**config.mk**
```make
export PLATFORM = sky130hd
export DESIGN_NAME = lcd_capture
export DESIGN_NICKNAME = d
export VERILOG_FILES = /design/src/rtl/lcd_capture_pkg.sv /design/src/rtl/lcd_sync.sv /design/src/rtl/lcd_capture.sv
export SDC_FILE = /design/constraint.sdc
export NUM_CORES = 1
export LEC_CHECK = 0
export BUFFER_PORTS_ARGS = -buffer_cell sky130_fd_sc_hd__buf_2
export CORE_MARGIN = 2
export CORE_UTILIZATION = 51
export DETAILED_ROUTE_END_ITERATION = 10
export GPL_ROUTABILITY_DRIVEN = 0
export PLACE_DENSITY = 0.76
export REMOVE_ABC_BUFFERS = 1
export SYNTH_ARGS = -nofsm -noshare
export SYNTH_HDL_FRONTEND = slang
export SYNTH_SLANG_ARGS = --single-unit
```
**constraint.sdc**
```tcl
create_clock -name clk -period 2.59 [get_ports clk]
set_input_delay 0.1295 -clock clk [delete_from_list [all_inputs] [get_ports clk]]
set_output_delay 0.1295 -clock clk [all_outputs]
set_load 0.01 [all_outputs]
```
**src/rtl/lcd_capture_pkg.sv**
```systemverilog
// Shared types for the LCD capture path: FSM states and the packed raw panel bus.
package lcd_capture_pkg;

    localparam int unsigned NIB_BITS = 4;

    typedef enum logic {
        StSyncWait = 1'b0,
        StActive   = 1'b1
    } cap_state_e;

    typedef struct packed {
        logic                m;
        logic                dclk;
        logic                lp;
        logic                flm;
        logic [NIB_BITS-1:0] data;
    } pin_bus_t;

endpackage

```
**src/rtl/lcd_sync.sv**
```systemverilog
// N-stage, W-bit synchronizer; every bit sees the same depth so a bus stays aligned.
module lcd_sync #(
    parameter int unsigned STAGES = 2,
    parameter int unsigned WIDTH  = 8
) (
    input  logic             clk,
    input  logic             rst_n,
    input  logic [WIDTH-1:0] d,
    output logic [WIDTH-1:0] q
);

    logic [WIDTH-1:0] stage_q [STAGES];

    always_ff @(posedge clk or negedge rst_n) begin
        if (!rst_n) begin
            for (int i = 0; i < STAGES; i++) begin
                stage_q[i] <= '0;
            end
        end else begin
            stage_q[0] <= d;
            for (int i = 1; i < STAGES; i++) begin
                stage_q[i] <= stage_q[i-1];
            end
        end
    end

    assign q = stage_q[STAGES-1];

endmodule

```
**src/rtl/lcd_capture.sv**
```systemverilog
// Receive side of the raw LCD bus: rebuilds framebuffer bytes from panel nibbles and
// writes them out in the same byte layout the driver reads.
module lcd_capture
    import lcd_capture_pkg::*;
#(
    parameter int unsigned H_RES       = 320,
    parameter int unsigned V_RES       = 240,
    parameter int unsigned SYNC_STAGES = 2,
    parameter int unsigned ADDR_W      = 32
) (
    input  logic              clk,
    input  logic              rst_n,
    input  logic [3:0]        data,
    input  logic              flm,
    input  logic              lp,
    input  logic              dclk,
    input  logic              m,
    output logic              fb_we,
    output logic [ADDR_W-1:0] fb_addr,
    output logic [7:0]        fb_wdata,
    output logic              frame_done,
    output logic              line_err,
    output logic              frame_err,
    output logic              locked,
    output logic              m_last
);

    localparam int unsigned NibPerLine = H_RES / 4;
    localparam int unsigned LineBytes  = H_RES / 8;
    localparam int unsigned ColW       = $clog2(NibPerLine + 1);
    localparam int unsigned RowW       = $clog2(V_RES + 1);
    localparam int unsigned PinW       = $bits(pin_bus_t);

    localparam logic [ColW-1:0] ColFull = ColW'(NibPerLine);
    localparam logic [RowW-1:0] RowLast = RowW'(V_RES - 1);
    localparam logic [RowW-1:0] RowOver = RowW'(V_RES);

    pin_bus_t        raw;
    pin_bus_t        pins;
    logic [PinW-1:0] pins_flat;

    cap_state_e      state_q;
    logic [ColW-1:0] col_q;
    logic [RowW-1:0] row_q;
    logic [3:0]      staged_q;
    logic            dclk_prev_q;
    logic            lp_prev_q;

    logic            dclk_fall;
    logic            lp_fall;
    logic            nib_in_range;
    logic [ColW-1:0] col_inc;
    logic [ColW-1:0] col_end;

    always_comb begin
        raw      = '0;
        raw.m    = m;
        raw.dclk = dclk;
        raw.lp   = lp;
        raw.flm  = flm;
        raw.data = data;
    end

    lcd_sync #(
        .STAGES (SYNC_STAGES),
        .WIDTH  (PinW)
    ) u_sync (
        .clk   (clk),
        .rst_n (rst_n),
        .d     (raw),
        .q     (pins_flat)
    );

    assign pins = pin_bus_t'(pins_flat);

    always_comb begin
        dclk_fall    = dclk_prev_q & ~pins.dclk;
        lp_fall      = lp_prev_q & ~pins.lp;
        nib_in_range = (col_q < ColFull);
        col_inc      = nib_in_range ? col_q + 1'b1 : col_q;
        // Column count as seen by a coincident line close: nibble is consumed first.
        col_end      = dclk_fall ? col_inc : col_q;
    end

    always_ff @(posedge clk or negedge rst_n) begin
        if (!rst_n) begin
            state_q     <= StSyncWait;
            col_q       <= '0;
            row_q       <= '0;
            staged_q    <= '0;
            dclk_prev_q <= 1'b0;
            lp_prev_q   <= 1'b0;
            fb_we       <= 1'b0;
            fb_addr     <= '0;
            fb_wdata    <= '0;
            frame_done  <= 1'b0;
            line_err    <= 1'b0;
            frame_err   <= 1'b0;
            locked      <= 1'b0;
            m_last      <= 1'b0;
        end else begin
            dclk_prev_q <= pins.dclk;
            lp_prev_q   <= pins.lp;
            fb_we       <= 1'b0;
            frame_done  <= 1'b0;

            unique case (state_q)
                StSyncWait: begin
                    if (lp_fall && pins.flm) begin
                        state_q <= StActive;
                        locked  <= 1'b1;
                        row_q   <= '0;
                        col_q   <= '0;
                        m_last  <= pins.m;
                    end
                end

                StActive: begin
                    if (dclk_fall) begin
                        if (nib_in_range) begin
                            if (!col_q[0]) begin
                                staged_q <= pins.data;
                            end else if (row_q != RowOver) begin
                                fb_we    <= 1'b1;
                                fb_addr  <= ADDR_W'(row_q) * ADDR_W'(LineBytes)
                                            + ADDR_W'(col_q >> 1);
                                fb_wdata <= {staged_q, pins.data};
                            end
                        end else begin
                            line_err <= 1'b1;
                        end
                        col_q <= col_inc;
                    end

                    if (lp_fall) begin
                        if (col_end != ColFull) begin
                            line_err <= 1'b1;
                        end
                        col_q <= '0;
                        if (pins.flm) begin
                            if (row_q != RowOver) begin
                                frame_err <= 1'b1;
                            end
                            row_q  <= '0;
                            m_last <= pins.m;
                        end else if (row_q < RowLast) begin
                            row_q <= row_q + 1'b1;
                        end else if (row_q == RowLast) begin
                            frame_done <= 1'b1;
                            row_q      <= RowOver;
                        end else begin
                            frame_err <= 1'b1;
                        end
                    end
                end

                default: state_q <= StSyncWait;
            endcase
        end
    end

endmodule
```
==> results.yml <==
clock_network:
  cts_buffer_depth: 2
  worstSkewPairLatency_ps: 330
  clock_tree.root_cell: "clkbuf_8"
  worst_setup_hold_path_clk_slew_ps: 70
  clock_sink_count: 67
  cts_tree: "built"
  cts_inserted_buffers: 9
  cts-htree-levels: 3
place:
  hpwlAfterDp_um: 4550
  worst_slack_placed_ps: -62.9
  post_dp_cell_area_um2: 3730
  dpl.cell_count: 455
  portBuffers: 38
logic_synthesis:
  share_of_synthesized_flip_flops_with_an_asynchronous_set_or_reset_pct: 100
  post-synth-top-area-cell: "dfrtp_1"
  synth_top_flop_cell: "dfrtp_1"
  ys_top_cells_by_area: "dfrtp_1, ha_1, nand2_1"
  yosysWarnings: 0
  syn_area_per_cell_um2: 10.3
  yosys.cell_types.count: 58
  synth.yosys.seq_area_share_pct: 48.8
  count_of_mapped_cells_out_of_synthesis: 333
  syn_area_um2: 3440
  post-synth-top-area-fraction_pct: 48.8
  synth.ff_latch_count: 67
  count_of_flip_flops_with_a_built_in_enable_after_synthesis: 0
global_route:
  grt_max_degree: 68
  grt_pass1_vias: 2554
  grt_first_pass_wirelength_um: 11100
  grt_use_total_pct: 18.9
  antenna_found_initial: 0
  globalRoute.totalOverflow: 0
sta:
  timing.max_slew.rel_slack_pct: 46.4
  min_period_over_period_pct: 97.2
  hold_ws_ps: 347
  max_slew.worst_pin.slew_ps: 804
  report.final.slew_viol_count: 0
  final_period_minus_worst_setup_slack_ps: 2520
  hold_vio_cnt_final: 0
  setup_repair_after_global_routing_missed_its_margin: "false"
  worst_clock_skew_ps: 7.39
  postLayoutSetupSlackWorst_ps: 71.9
  clock.fmax_ghz: 0.397
  finalSetupTns_ps: 0
  setup_viol_count_final: 0
setup_path:
  worst_ep_required_time_ps: 2810
  crit_path_max_fanout: 7
  crit_start: "row_q[3]"
  timing.critical_path.to_type: "flop"
  timing.reg2reg.worst_path_depth: 9
  crit-reg2reg-capture: "fb_addr[10]"
  critical_r2r_launch: "row_q[3]"
  worst-setup-path-type: "flop to flop"
  cp-endpoint: "fb_addr[10]"
  timing.critical_path.from_type: "flop"
  setup.reg_to_reg.worst_slack_ps: 70
  worst_ep_arrival_time_ps: 2740
power_and_ir_drop:
  ir_drop_mv: 0.549
  cellPowerDensity_nw_per_um2: 666
  cellLeakagePower_nw: 1.98
  fin_total_pwr_mw: 2.75
floorplan:
  fp.dieH_um: 86.1
  starting_density_of_the_core_pct: 53.5
  ioPinCount: 56
  floorplan.core_area_um2: 6420
  row_count: 29
  chipWidth_um: 86.1
  die_area_um2: 7410
run_status:
  run_status: "finished clean"
finish:
  seqCellArea_um2: 1680
  antenna_diode_instance_count: 0
  stdcell_count: 481
  final_net_count: 429
  final.fill_count: 527
  flow.area_growth_from_synthesis_pct: 20.3
  fin_util_pct: 64.4
  postLayoutCellArea_um2: 4130
  drive_gt1_share_pct: 24.0
  multi_input_area_um2: 1690
drt:
  via_count: 2596
  post_drt_wl_per_cell_um: 13.5
  drtAntennaViolNets: 0
  routed_wl_um: 6510
  drt_first_pass_iters: 4
  post_drt_via_cell_ratio: 5.40
  drc_violations: 0
  drt_first_iter_violations: 107
hold_path:
  hold_class: "flop to flop"
  number_of_instances_on_the_worst_hold_path: 0
job:
  cap_violations: 0
[layer usage]
metal / vias to the layer above / track usage, % / part of all wire [%]
met5: - / 0 / 0
met4: 0 / 6.06 / 0.89
met3: 5 / 4.72 / 4.8
met2: 73 / 32.0 / 49
met1: 1242 / 23.8 / 45
li1: 1276 / - / -
[state kept, by name, summed over array words and instances, names as in the netlist, 4 cells and up]
register        count
staged_q            4
row_q               8
u_sync.stage_q      8
fb_addr            15
u_sync.q            8
fb_wdata            8
col_q               7
[report_power, final]
group | switching, mW | internal (mW) | total (mW)
combinational | 0.282 | 0.224 | 0.505
sequential | 0.0858 | 1.20 | 1.28
clock | 0.369 | 0.593 | 0.963
total | 0.737 | 2.01 | 2.75
[how the worst min path moves through the flow]
stage | start | endpoint | slack [ps]
global placement | flm | u_sync.stage_q[12] | 240
CTS | u_sync.stage_q[8] | u_sync.q[0] | 350
finish | u_sync.stage_q[8] | u_sync.q[0] | 350
floorplan | rst_n | col_q[0] | -170
detailed placement | flm | u_sync.stage_q[12] | 240
global route | u_sync.stage_q[15] | u_sync.q[7] | 360
[final cells by class]
type | count | area share, %
flip-flops and latches | 67 | 40.6
multi-input cells | 247 | 40.8
clock inverters | 4 | 1.76
well taps | 77 | 2.33
inverters | 10 | 0.969
repair buffers | 64 | 9.87
clock buffers | 12 | 3.75
[placed cells by master (no fill, tap or decap), drive strengths merged, types with 2 or more instances in the layout]
master       count
o211ai           3
buf             55
nand4            2
o21ba            2
a32oi            2
dlygate4sd3      9
a211oi           3
o21ai           27
o21bai           2
fa               2
bufinv           2
and3             3
a21o             2
o31ai            2
inv             10
xnor2            6
o22ai            3
a21oi           11
o22a             2
a31oi            3
nand2b           6
nand4b           3
dfrtp           67
mux2             8
ha              18
nor3             3
a22o             2
clkbuf          12
xor2             6
conb            17
nor2b            5
or3              3
nand2           57
nand3            9
nor4             3
nor2            16
[cells in the mapped netlist (3+ instances only)]
cell	count
mux2_2	6
nand2b_1	6
buf_2	5
nand4b_1	3
or3_1	3
ha_1	18
a31oi_1	3
and3_1	3
nor2b_1	5
buf_4	17
dfrtp_1	67
xnor2_1	6
o22ai_1	3
nand2_1	57
o211ai_1	3
nand3_1	9
a21oi_1	11
o21ai_0	27
nor2_1	16
inv_1	9
nor3_1	3
xor2_1	6
[critical path, cell delays in order (launching register included)]
cell and delay [ps]:
dfrtp_1 410, buf_4 170, ha_1 330, ha_4 320, a211oi_2 80, buf_4 150, o21ba_2 230, or2_2 300
xor2_1 170, mux2_4 250
[cells by family after synthesis]
| family | share of synthesized area, % |
|---|---|
| other | 0.109 |
| buffers and inverters | 6.15 |
| AOI/OAI and AO/OA | 14.0 |
| muxes | 2.84 |
| adders and majority gates | 7.72 |
| xor gates and xnor gates | 3.06 |
| DFF | 48.8 |
| and+or+nand+nor | 17.3 |
[what timing repair did]
item	CTS	global route
endpoints found under the setup margin	3	4
buffers inserted	0	1
hold buffers	9	0
hold endpoints to repair	24	0
pin swaps	0	2
gates resized for setup	4	10
Power figures use the tool's default switching activity.
